==> src/rtl/conditioner_pkg.sv <==
// rtl/conditioner_pkg.sv - shared edge-mode constants and width helper for input_conditioner
package conditioner_pkg;

    localparam int EDGE_RISE = 0;
    localparam int EDGE_FALL = 1;
    localparam int EDGE_BOTH = 2;

    // Ceiling log2, never less than 1 so a one-channel index still has a bit.
    function automatic int clog2_min1(input int value);
        int result;
        result = 1;
        for (int i = 1; i < 31; i++) begin
            if ((1 << i) < value) begin
                result = i + 1;
            end
        end
        return result;
    endfunction

endpackage

==> src/rtl/channel_debouncer.sv <==
// rtl/channel_debouncer.sv - one channel: synchroniser, debounce counter, edge qualifier
module channel_debouncer
    import conditioner_pkg::*;
#(
    parameter int   SYNC_STAGES = 2,
    parameter int   DEBOUNCE    = 16,
    parameter int   EDGE_MODE   = EDGE_RISE,
    parameter logic RESET_LEVEL = 1'b0
) (
    input  logic clk,
    input  logic rst,
    input  logic raw_in,
    output logic level_out,
    output logic edge_pulse
);

    localparam int               CNT_W    = clog2_min1(DEBOUNCE + 1);
    localparam logic [CNT_W-1:0] CNT_LAST = CNT_W'(DEBOUNCE - 1);

    logic [SYNC_STAGES-1:0] sync_q;
    logic [SYNC_STAGES-1:0] sync_d;
    logic [CNT_W-1:0]       cnt_q;
    logic [CNT_W-1:0]       cnt_d;
    logic                   level_q;
    logic                   level_d;
    logic                   edge_q;
    logic                   edge_d;
    logic                   synced;
    logic                   flip;
    logic                   dir_ok;

    assign synced     = sync_q[SYNC_STAGES-1];
    assign level_out  = level_q;
    assign edge_pulse = edge_q;

    always_comb begin
        sync_d  = {sync_q[SYNC_STAGES-2:0], raw_in};
        cnt_d   = cnt_q;
        level_d = level_q;
        flip    = 1'b0;
        // Any cycle where the synced value agrees with the output restarts the count.
        if (synced == level_q) begin
            cnt_d = '0;
        end else if (cnt_q == CNT_LAST) begin
            flip    = 1'b1;
            level_d = synced;
            cnt_d   = '0;
        end else begin
            cnt_d = cnt_q + CNT_W'(1);
        end

        case (EDGE_MODE)
            EDGE_RISE: dir_ok = synced;
            EDGE_FALL: dir_ok = ~synced;
            default:   dir_ok = 1'b1;
        endcase
        edge_d = flip & dir_ok;
    end

    always_ff @(posedge clk or posedge rst) begin
        if (rst) begin
            sync_q  <= {SYNC_STAGES{RESET_LEVEL}};
            cnt_q   <= '0;
            level_q <= RESET_LEVEL;
            edge_q  <= 1'b0;
        end else begin
            sync_q  <= sync_d;
            cnt_q   <= cnt_d;
            level_q <= level_d;
            edge_q  <= edge_d;
        end
    end

endmodule

==> src/rtl/input_conditioner.sv <==
// rtl/input_conditioner.sv - multi-channel debounced edge events with MSB-first valid/ack
module input_conditioner
    import conditioner_pkg::*;
#(
    parameter int   CH          = 4,
    parameter int   SYNC_STAGES = 2,
    parameter int   DEBOUNCE    = 16,
    parameter int   EDGE_MODE   = EDGE_RISE,
    parameter logic RESET_LEVEL = 1'b0,
    localparam int  IDX_W       = clog2_min1(CH)
) (
    input  logic             clk,
    input  logic             rst,
    input  logic [CH-1:0]    raw_in,
    output logic [CH-1:0]    level_out,
    output logic [CH-1:0]    edge_pulse,
    output logic             event_valid,
    output logic [CH-1:0]    event_onehot,
    output logic [IDX_W-1:0] event_index,
    input  logic             event_ack,
    output logic             overflow,
    input  logic             overflow_clr
);

    logic [CH-1:0] edge_vec;
    logic [CH-1:0] pending_q;
    logic [CH-1:0] pending_d;
    logic [CH-1:0] clear;
    logic          overflow_q;
    logic          overflow_d;
    logic          merge;

    genvar g;
    generate
        for (g = 0; g < CH; g++) begin : g_ch
            channel_debouncer #(
                .SYNC_STAGES (SYNC_STAGES),
                .DEBOUNCE    (DEBOUNCE),
                .EDGE_MODE   (EDGE_MODE),
                .RESET_LEVEL (RESET_LEVEL)
            ) u_chan (
                .clk        (clk),
                .rst        (rst),
                .raw_in     (raw_in[g]),
                .level_out  (level_out[g]),
                .edge_pulse (edge_vec[g])
            );
        end
    endgenerate

    assign edge_pulse  = edge_vec;
    assign event_valid = |pending_q;
    assign overflow    = overflow_q;

    // Ascending scan so the highest pending index is the last one written.
    always_comb begin
        event_onehot = '0;
        event_index  = '0;
        for (int i = 0; i < CH; i++) begin
            if (pending_q[i]) begin
                event_onehot    = '0;
                event_onehot[i] = 1'b1;
                event_index     = IDX_W'(i);
            end
        end
    end

    always_comb begin
        clear      = (event_valid && event_ack) ? event_onehot : '0;
        pending_d  = (pending_q & ~clear) | edge_vec;
        merge      = |(edge_vec & pending_q & ~clear);
        overflow_d = merge | (overflow_q & ~overflow_clr);
    end

    always_ff @(posedge clk or posedge rst) begin
        if (rst) begin
            pending_q  <= '0;
            overflow_q <= 1'b0;
        end else begin
            pending_q  <= pending_d;
            overflow_q <= overflow_d;
        end
    end

endmodule

==> config.mk <==
export PLATFORM = sky130hd
export DESIGN_NAME = input_conditioner
export DESIGN_NICKNAME = d
export VERILOG_FILES = /design/src/rtl/conditioner_pkg.sv /design/src/rtl/channel_debouncer.sv /design/src/rtl/input_conditioner.sv
export SDC_FILE = /design/constraint.sdc
export NUM_CORES = 1
export LEC_CHECK = 0
export BUFFER_PORTS_ARGS = -buffer_cell sky130_fd_sc_hd__buf_4
export CORE_MARGIN = 2
export CORE_UTILIZATION = 45
export DETAILED_ROUTE_END_ITERATION = 8
export PLACE_DENSITY = 0.65
export SYNTH_ARGS = -nofsm -noshare
export SYNTH_HDL_FRONTEND = slang
export SYNTH_SLANG_ARGS = --single-unit
export TNS_END_PERCENT = 10
==> constraint.sdc <==
create_clock -name clk -period 1.45 [get_ports clk]
set_input_delay 0.145 -clock clk [delete_from_list [all_inputs] [get_ports clk]]
set_output_delay 0.145 -clock clk [all_outputs]
set_load 0.05 [all_outputs]
==> flow_metrics.env <==
export IMPL_status="finished with violations"
export IMPL_violations="setup timing"
export IMPL_worstPathMaxFanout=4
export IMPL_insertion_delay_ps=290
export IMPL_clock_power_share_pct=40.8
export IMPL_synth_seq_cells=41
export IMPL_synth_top_family_by_area="simple AND/OR/NAND/NOR gates"
export IMPL_die_height_um=64.9
export IMPL_arrival_ps=1460
export IMPL_ys_seq_area_share_pct=61.5
export IMPL_worst_pin_slew_ps=488
export IMPL_critPathKind="reg2out"
export IMPL_synth_compound_area_share_pct=4.57
export IMPL_postRouteAntennaNets=0
export IMPL_p_comb_share_pct=5.2
export IMPL_p_leak_uw=0.00111
export IMPL_cp_required_ps=1310
export IMPL_rows=22
export IMPL_fill_cells=303
export IMPL_port_buffers=23
export IMPL_setup_viol=4
export IMPL_placed_cells=203
export IMPL_synth_fa_ha_area_share_pct=3.00
export IMPL_placed_area_um2=1870
export IMPL_fmax_mhz=625
export IMPL_max_slew_margin_rel_pct=67.5
export IMPL_worstSetupEndpointType="output pin"
export IMPL_worstSetupStartpoint="pending_q[3]$_DFF_PP0_"
export IMPL_hp_class="in2reg"
export IMPL_yosysUniqueCellTypes=26
export IMPL_dieArea_um2=4210
export IMPL_fin_util_pct=58.0
export IMPL_cp_start_kind="flop"
export IMPL_final_nets=183
export IMPL_mostFrequentLayoutCells="dfrtp_1, buf_4, nor2_1"
export IMPL_cts_sinks=41
export IMPL_p_sw_uw=447
export IMPL_grt_max_degree=42
export IMPL_fin_cells=220
export IMPL_vias=1067
export IMPL_timing_rr_end="overflow$_DFF_PP0_"
export IMPL_cts_buffer_depth=2
export IMPL_drive_above_1_share_pct=27.3
export IMPL_area_growth_syn_to_layout_pct=25.3
export IMPL_endpoint="event_valid"
export IMPL_worstReg2RegStart="pending_q[3]$_DFF_PP0_"
export IMPL_drc_errors=0
export IMPL_clk_pin_slew_ps=70
export IMPL_cts_buffers=5
export IMPL_antenna_found_initial=0
export IMPL_drv_slew=0
export IMPL_total_power_uw=2250
export IMPL_synthSimpleGateAreaFrac_pct=16.6
export IMPL_die_w_um=64.9
export IMPL_final_common_cell="dfrtp_1"
export IMPL_fin_ws_ps=-150
export IMPL_ir_drop_uv=690
export IMPL_cts_root_buf="clkbuf_8"
export IMPL_first_pass_iters=3
export IMPL_grt_usage_pct=15.0
export IMPL_min_period_ps=1600
export IMPL_hold_path_depth=4
export IMPL_p_int_uw=1800
export IMPL_yosys_warnings=0
export IMPL_whs_ps=179
export IMPL_dp_hpwl_mm=1.79
export IMPL_powerDensity_nw_per_um2=1080
export IMPL_drt_wl_total_mm=2.61
export IMPL_diodes=0
export IMPL_reg2reg_depth=4
export IMPL_pin_count=24
export IMPL_grt_pass1_vias=1112
export IMPL_netlist_instances=139
export IMPL_finalHoldViolations=0
export IMPL_skew_ps=2.45
export IMPL_drt_iter0_drc=58
export IMPL_multi_input_area_um2=574
export IMPL_htree_num_levels=2
export IMPL_p_seq_share_pct=53.9
export IMPL_synth_nets=151
export IMPL_synth_avg_cell_area_um2=12.0
export IMPL_cts_tree="done"
export IMPL_rsz0062_at_grt="true"
export IMPL_coreArea_um2=3610
export IMPL_synth_xor_area_share_pct=5.77
export IMPL_routabilityCongestion=0.775
export IMPL_reg2reg_slack_ps=-100
export IMPL_grt_pass1_wl_mm=4.81
export IMPL_vias_per_cell=4.85
export IMPL_grt_overflow_total=0
export IMPL_period_share_pct=110
export IMPL_swShare_pct=19.9
export IMPL_area_sequential_um2=1030
export IMPL_yosys_mux_area_fraction_pct=2.70
export IMPL_synth_cell_area_um2=1670
export IMPL_design_area_um2=2090
export IMPL_max_cap_violations=0
export IMPL_floorplan_initialDensity_pct=46.3
export IMPL_post_drt_wl_per_cell_um=11.9
-- synth_stat cells (all sizes together) --
master / n / area, um2
xnor2: 2 / 17.5
xor2: 9 / 78.8
buf: 9 / 67.6
nor3b: 1 / 7.51
a21o: 5 / 37.5
nand3: 10 / 50.1
and2: 4 / 25.0
nor3: 1 / 5.00
mux2: 4 / 45.0
or4b: 1 / 10.0
or2: 1 / 6.26
nor2b: 1 / 6.26
dfrtp: 41 / 1030
inv: 8 / 30.0
nor2: 17 / 63.8
or3: 1 / 6.26
or3b: 1 / 8.76
o21ai: 3 / 15.0
a32oi: 2 / 17.5
and3: 3 / 18.8
nand2b: 3 / 18.8
ha: 4 / 50.1
a31oi: 1 / 6.26
nand4b: 1 / 8.76
nor4b: 4 / 35.0
nand2: 2 / 7.51
-- flip-flops by register name, indices dropped and copies added (netlist names) --
| name | cells |
|---|---|
| g_ch.u_chan.cnt_q | 20 |
| g_ch.u_chan.edge_pulse | 4 |
| g_ch.u_chan.level_out | 4 |
| g_ch.u_chan.sync_q | 8 |
| overflow | 1 |
| pending_q | 4 |
-- metal layers --
layer | wire (um) | global-route usage [%] | share of wire [%] | vias to the layer above
met5 | 0 | 0 | 0 | -
met4 | 41 | 5.59 | 1.6 | 0
met3 | 139 | 5.56 | 5.3 | 4
met2 | 1260 | 25.3 | 48 | 22
met1 | 1170 | 17.6 | 45 | 521
li1 | - | - | - | 520
-- worst min path at each step --
stage                  from                                 end
5_1_grt        overflow_clr                  overflow$_DFF_PP0_
4_1_cts        overflow_clr                  overflow$_DFF_PP0_
6_report       overflow_clr                  overflow$_DFF_PP0_
3_5_place_dp      raw_in[2]  g_ch[2].u_chan.sync_q[0]$_DFF_PP0_
2_1_floorplan     raw_in[0]  g_ch[0].u_chan.sync_q[0]$_DFF_PP0_
3_3_place_gp      raw_in[2]  g_ch[2].u_chan.sync_q[0]$_DFF_PP0_
-- layout make-up --
class | instances | area share (%)
inverters | 8 | 1.44
clock buffers | 7 | 4.13
clock inverters | 1 | 1.44
well taps | 48 | 2.87
multi-input cells | 81 | 27.5
repair buffers | 34 | 13.5
flip-flops and latches | 41 | 49.1
-- power by group through the flow --
stage	clock [uW]	sequential [uW]	combinational (uW)
floorplan	0	1230	78.1
global placement	0	1230	105
detailed placement	0	1230	110
CTS	958	1210	121
global route	1010	1220	140
finish	918	1210	118
-- cells by family (layout without fill, tap and decap cells) --
logic type,count (synthesis),after routing
xor gates and xnor gates,11,11
muxes,4,4
buffers and inverters,17,50
adders and majority gates,4,4
and+or+nand+nor,51,51
DFF,41,41
AOI/OAI and AO/OA,11,11
-- metrics by stage --
stage,setup TNS (ps),worst slack (ps)
after floorplan,0,43.4
after global placement,0,49.1
after detailed placement,-2.44,-2.44
after global routing,-611,-200
after CTS,-273,-159
final,-414,-150
-- critical path, stage by stage, from the launching register on --
cell and delay, ps:
dfrtp_2 410, or2_4 260, or3_4 340, buf_8 160
-- repair_timing --
action / in CTS / in global routing
pin swaps: 0 / 1
gates resized for setup: 3 / 4
setup buffers: 2 / 2
setup endpoints to repair: 4 / 4
hold buffers: 5 / 0
endpoints found under the hold margin: 45 / 0
Power figures use the tool's default switching activity.
